--- src/rtl/halving_sequencer.sv ---
// ============================================================================
// halving_sequencer
//
// Purpose:
//   Loads an unsigned seed and shifts it right by one bit per clock until it
//   reaches zero. Every completed halving produces a step_valid pulse. A run
//   ends with a one-cycle done pulse, unless it is aborted.
//
// Ports:
//   clk        in   1      single clock, rising-edge
//   rst        in   1      asynchronous active-high reset
//   start      in   1      begin a run (accepted only while ready)
//   seed       in   WIDTH  initial value, sampled with start
//   abort      in   1      cancel a run in LOAD/RUN (wins over start and hold)
//   hold       in   1      (HALVING_SEQ_HOLD_EN only) stall RUN while high
//   ready      out  1      state == IDLE
//   busy       out  1      state == LOAD or RUN
//   value      out  WIDTH  current halved value
//   step_valid out  1      pulses once per completed halving
//   step_count out  CW     halvings completed in the current run
//   done       out  1      one-cycle pulse when a run finishes at zero
//
// Configuration:
//   HALVING_SEQ_HOLD_EN  adds the hold input. Without it RUN never stalls.
//
// States:
//   IDLE | waiting for start; value/step_count hold the last result
//   LOAD | seed captured; decide between RUN and DONE (zero seed)
//   RUN  | one halving per clock until the value reaches zero
//   DONE | done pulse is high for this single cycle
// ============================================================================
module halving_sequencer #(
    parameter  int WIDTH = 64,
    localparam int CW    = $clog2(WIDTH + 1)
) (
    input  logic             clk,
    input  logic             rst,
    input  logic             start,
    input  logic [WIDTH-1:0] seed,
    input  logic             abort,
`ifdef HALVING_SEQ_HOLD_EN
    input  logic             hold,
`endif
    output logic             ready,
    output logic             busy,
    output logic [WIDTH-1:0] value,
    output logic             step_valid,
    output logic [CW-1:0]    step_count,
    output logic             done
);

    typedef enum logic [1:0] {
        IDLE = 2'd0,
        LOAD = 2'd1,
        RUN  = 2'd2,
        DONE = 2'd3
    } state_t;

    localparam logic [CW-1:0] STEP_MAX = CW'(WIDTH);
    localparam logic [CW-1:0] STEP_ONE = CW'(1);

    state_t           r_state;
    logic [WIDTH-1:0] r_value;
    logic [CW-1:0]    r_step_count;
    logic             r_step_valid;
    logic             r_done;

    logic [WIDTH-1:0] w_half;
    logic             w_hold;

    assign w_half = r_value >> 1;

`ifdef HALVING_SEQ_HOLD_EN
    assign w_hold = hold;
`else
    assign w_hold = 1'b0;
`endif

    always_ff @(posedge clk or posedge rst) begin
        if (rst) begin
            r_state      <= IDLE;
            r_value      <= '0;
            r_step_count <= '0;
            r_step_valid <= 1'b0;
            r_done       <= 1'b0;
        end else begin
            // Both pulses default low; only the branches below raise them.
            r_step_valid <= 1'b0;
            r_done       <= 1'b0;

            case (r_state)
                IDLE: begin
                    // abort beats a simultaneous start.
                    if (start && !abort) begin
                        r_value      <= seed;
                        r_step_count <= '0;
                        r_state      <= LOAD;
                    end
                end

                LOAD: begin
                    if (abort) begin
                        r_state <= IDLE;
                    end else if (r_value == '0) begin
                        r_state <= DONE;
                        r_done  <= 1'b1;
                    end else begin
                        r_state <= RUN;
                    end
                end

                RUN: begin
                    if (abort) begin
                        // Abort also wins over the final halving. The value
                        // and count stay as they were before this edge.
                        r_state <= IDLE;
                    end else if (!w_hold) begin
                        r_value      <= w_half;
                        r_step_valid <= 1'b1;
                        // A WIDTH-bit value reaches zero after at most WIDTH
                        // halvings. The saturation guard keeps the count from
                        // wrapping even if that bound were ever broken.
                        if (r_step_count != STEP_MAX) begin
                            r_step_count <= r_step_count + STEP_ONE;
                        end
                        if (w_half == '0) begin
                            r_state <= DONE;
                            r_done  <= 1'b1;
                        end
                    end
                end

                DONE: begin
                    r_state <= IDLE;
                end

                default: begin
                    r_state <= IDLE;
                end
            endcase
        end
    end

    assign ready      = (r_state == IDLE);
    assign busy       = (r_state == LOAD) || (r_state == RUN);
    assign value      = r_value;
    assign step_valid = r_step_valid;
    assign step_count = r_step_count;
    assign done       = r_done;

endmodule

--- config.mk ---
export PLATFORM = sky130hd
export DESIGN_NAME = halving_sequencer
export DESIGN_NICKNAME = d
export VERILOG_FILES = /design/src/rtl/halving_sequencer.sv
export SDC_FILE = /design/constraint.sdc
export NUM_CORES = 1
export LEC_CHECK = 0
export ABC_AREA = 1
export BUFFER_PORTS_ARGS = -buffer_cell sky130_fd_sc_hd__buf_2
export CORE_MARGIN = 5
export CORE_UTILIZATION = 52
export DETAILED_ROUTE_END_ITERATION = 8
export PLACE_DENSITY = 0.85
export SLEW_MARGIN = 10
export SYNTH_ARGS = -nofsm -noshare
export SYNTH_HDL_FRONTEND = slang
export SYNTH_SLANG_ARGS = --single-unit
--- constraint.sdc ---
create_clock -name clk -period 2.9 [get_ports clk]
set_clock_uncertainty 0.05 [all_clocks]
set_input_delay 0.435 -clock clk [delete_from_list [all_inputs] [get_ports clk]]
set_output_delay 0.435 -clock clk [all_outputs]
set_load 0.05 [all_outputs]
==> impl_table.tex <==
\begin{tabular}{lr}
\hline
Metric & Value \\
\hline
\multicolumn{2}{l}{\textbf{Logic synthesis}} \\
\quad Area share of the largest cell type after synthesis & 40.3\% \\
\quad Gate count after technology mapping & 545 \\
\quad FFs w/ async S/R, synth & 100\% \\
\quad Synth warn & 0 \\
\quad Post-synth design cell area & 4660 sq um \\
\quad Count of flip-flops with a built-in enable after synthesis & 0 \\
\quad Nets in the synthesized netlist & 618 \\
\quad Post-synthesis sequential area ratio & 40.3\% \\
\quad Cell accounting for the most synthesized area & dfrtp\_1 \\
\quad Top flip-flop cell by instance count after synthesis & dfrtp\_1 \\
\quad Distinct cell type count of the synthesized netlist & 26 \\
\quad Total of flip-flops plus latches after synthesis & 75 \\
\quad Cell types with the largest area share after synthesis & dfrtp\_1 (40\%), o211ai\_2 (15\%), nand2\_1 (10\%) \\
\quad Post-synthesis average cell area & 8.54 sq um \\
\multicolumn{2}{l}{\textbf{Layout}} \\
\quad Filler Cells Inserted & 743 \\
\quad Filler-free cell count of the finished design & 788 \\
\quad Area used by multi-input combinational logic & 2300 sq um \\
\quad ANT cells & 0 \\
\quad Storage cell area & 1880 sq um \\
\quad Utilization of the core after routing & 64.0\% \\
\quad Finished Cell Area & 5580 sq um \\
\quad Layout-stage area growth over the synthesis result & 19.9\% \\
\quad Fraction of final layout cells with drive strength greater than 1 & 41.9\% \\
\quad Commonest cells after routing, fill and taps aside & buf\_2 (142), nand2\_1 (126), dfrtp\_1 (75) \\
\quad Most common cell after layout, fill and taps aside & buf\_2 \\
\quad Layout Nets & 748 \\
\multicolumn{2}{l}{\textbf{Floorplanning}} \\
\quad Floorplan die height & 105 um \\
\quad DIE AREA & 10,900 sq um \\
\quad Number of core rows & 34 \\
\quad Placeable Area & 8720 sq um \\
\quad IO Pins & 143 \\
\quad Die boundary width & 105 um \\
\quad Initial Util & 53.4\% \\
\multicolumn{2}{l}{\textbf{STA}} \\
\quad Final setup margin & 0.783 ns \\
\quad Total negative slack for setup checks & 0 ns \\
\quad Final Hold Vio Count & 0 \\
\quad Worst hold-check slack & 0.154 ns \\
\quad Max\_slew headroom & 43.0\% \\
\quad Maximum clock rate & 472 MHz \\
\quad RSZ-0062 raised after global routing & no \\
\quad Final period util & 73.0\% \\
\quad Worst Max-Slew Pin Slew & 0.855 ns \\
\quad Time the worst path needs with I/O delays and setup & 2.12 ns \\
\quad Count of final max-slew check failures & 0 \\
\quad Final setup viols & 0 \\
\multicolumn{2}{l}{\textbf{Setup path}} \\
\quad Master of the slowest instance on the critical path & dfrtp\_1 \\
\quad Critical path required time & 3.12 ns \\
\quad Critical-path maximum fanout & 46 \\
\quad CP Class & reg -> reg \\
\quad Reg-to-reg slack, setup & 0.78 ns \\
\quad Critical path cell sequence & inv\_1 > ha\_4 > inv\_4 > nand2\_1 > nand2\_1 > nand2\_2 > inv\_6 > buf\_12 > o211ai\_2 > o21ai\_2 \\
\quad Cell mode on critical path & nand2\_1 \\
\quad Type of element capturing the critical path & flip-flop \\
\quad Max incr delay on CP & 0.39 ns \\
\quad Startpoint types & flip-flop \\
\quad Critical Path AT & 2.34 ns \\
\multicolumn{2}{l}{\textbf{Detailed routing}} \\
\quad Average routed wire per standard cell & 15.2 um \\
\quad Count of unresolved DRC violations after routing & 0 \\
\quad Total vias in the final route & 4,134 \\
\quad Antenna violation net count after detailed routing & 0 \\
\quad Vias per inst & 5.25 \\
\quad Number of detailed-routing iterations run before antenna repair & 4 \\
\quad Detailed Route Iter0 Violations & 244 \\
\quad Post-detailed-routing wire length & 12,000 um \\
\multicolumn{2}{l}{\textbf{Global routing}} \\
\quad Vias in the first global route & 4,141 \\
\quad GRT met1 Usage & 28.5\% \\
\quad Remaining Overflow, GRT & 0 \\
\quad Most heavily used metal layer in global routing & met2 \\
\quad Met3 track demand over resource & 6.72\% \\
\quad First-pass GRT wire length & 20,000 um \\
\quad Number of antenna violations at the first check in global routing & 1 \\
\quad Met2 layer usage reported by global route & 35.9\% \\
\quad Total Routing Usage GR & 21.9\% \\
\quad Maximum number of pins on one net before global-route repair & 72 \\
\multicolumn{2}{l}{\textbf{Clock network}} \\
\quad Setup Fix Bufs, Post-CTS & 0 \\
\quad Buffer cell driving the clock tree root & clkbuf\_8 \\
\quad Num CTS Buffers & 9 \\
\quad Hold-fix buffers at CTS & 0 \\
\quad Count of clock tree sinks & 75 \\
\quad Clock Latency Late Sink & 0.34 ns \\
\quad Maximum count of clock buffers along a single path & 2 \\
\quad H-tree depth & 3 \\
\quad TritonCTS clock tree & yes \\
\quad CTS-repair resized insts & 0 \\
\quad Reg clk slew, reported paths & 0.08 ns \\
\multicolumn{2}{l}{\textbf{Placement}} \\
\quad Post-DP HPWL & 9120 um \\
\quad Post-Place Cells & 772 \\
\quad Place WS & 0.823 ns \\
\quad Weighted congestion at the end of routability-driven global placement & 0.822 \\
\quad Post-placement cell area & 5370 sq um \\
\quad Count of port buffers added during placement & 142 \\
\multicolumn{2}{l}{\textbf{Power and ir drop}} \\
\quad Power share of the combinational group & 62.0\% \\
\quad Leakage Power & 2.65 nW \\
\quad Pwr per Cell Area & 1330 nW/um\^{}2 \\
\quad Part of the power in the clock network & 11.5\% \\
\quad Internal power consumption & 3.20 mW \\
\quad Proportion of power drawn by flip-flops and latches & 26.5\% \\
\quad Overall power of the completed layout & 7.43 mW \\
\quad Highest ir drop seen on vdd & 811 uV \\
\quad Net switching component of the power & 4.23 mW \\
\quad Switching share of total power & 56.9\% \\
\multicolumn{2}{l}{\textbf{Job}} \\
\quad Number of violations of the max-capacitance limit & 0 \\
\multicolumn{2}{l}{\textbf{Outcome}} \\
\quad Outcome & finished clean \\
\multicolumn{2}{l}{\textbf{Min path}} \\
\quad Class of the most critical hold timing path & in -> async \\
\hline
\end{tabular}
[power groups by stage]
stage               Clock (mW)  Combinational (mW)  Sequential [mW]
finish                   0.855                4.61             1.97
CTS                      0.870                4.66             1.96
global route             0.929                4.97             2.03
floorplan                    0                2.32             3.42
detailed placement           0                4.64             1.98
global placement             0                4.51             1.95
[Yosys cell counts (7+ instances only)]
library cell	n
nand2_1	126
o21ai_2	52
nand3_1	19
nor2_1	74
buf_6	8
inv_1	63
o21ai_1	8
dfrtp_1	75
a31oi_1	8
clkbuf_1	8
inv_2	7
o211ai_2	55
[layout make-up]
| type | count | share of cell area, % |
|---|---|---|
| sequential | 75 | 33.6 |
| timing repair buffer | 148 | 14.0 |
| clock inverter | 4 | 0.852 |
| inverter | 72 | 5.00 |
| multi-input combinational | 369 | 41.2 |
| tap | 108 | 2.42 |
| clock buffer | 12 | 2.96 |
[critical path, delay by kind of cell (launching register included)]
| kind | cells | cell delay (ns) |
|---|---|---|
| adder cells (fa/ha/maj) | 1 | 0.19 |
| buffers and inverters | 4 | 0.88 |
| AO/OA/AOI/OAI | 2 | 0.24 |
| AND/OR/NAND/NOR | 3 | 0.22 |
| flip-flops | 1 | 0.39 |
[logic make-up after synthesis]
family / after synthesis / share of synthesized area [%]
compound gates: 129 / 27.4
xor+xnor: 4 / 0.752
buf+inv: 101 / 10.6
flops: 75 / 40.3
fa+ha+maj: 5 / 1.34
simple gates: 231 / 19.6
[flip-flops by register name (all words and copies together) (netlist names)]
register / flops
step_valid: 1
step_count: 7
done: 1
r_state: 2
value: 64
[final timing paths]
check                            from         end  depth (start not counted)
max                        r_state[0]   value[17]                         10
min                               rst   value[19]                          2
max reg2reg                r_state[0]   value[17]                         10
min reg2reg                r_state[0]  r_state[0]                          2
max in group asynchronous         rst   value[63]                          3
min in group clk             seed[32]   value[32]                          3
[routing by layer]
metal  routed length [um]  up-vias
li1                     -     2049
met1                 4990     1935
met2                 5900      130
met3                  872       18
met4                  189        2
met5                    7        -
(Power assumes the default switching activity.)
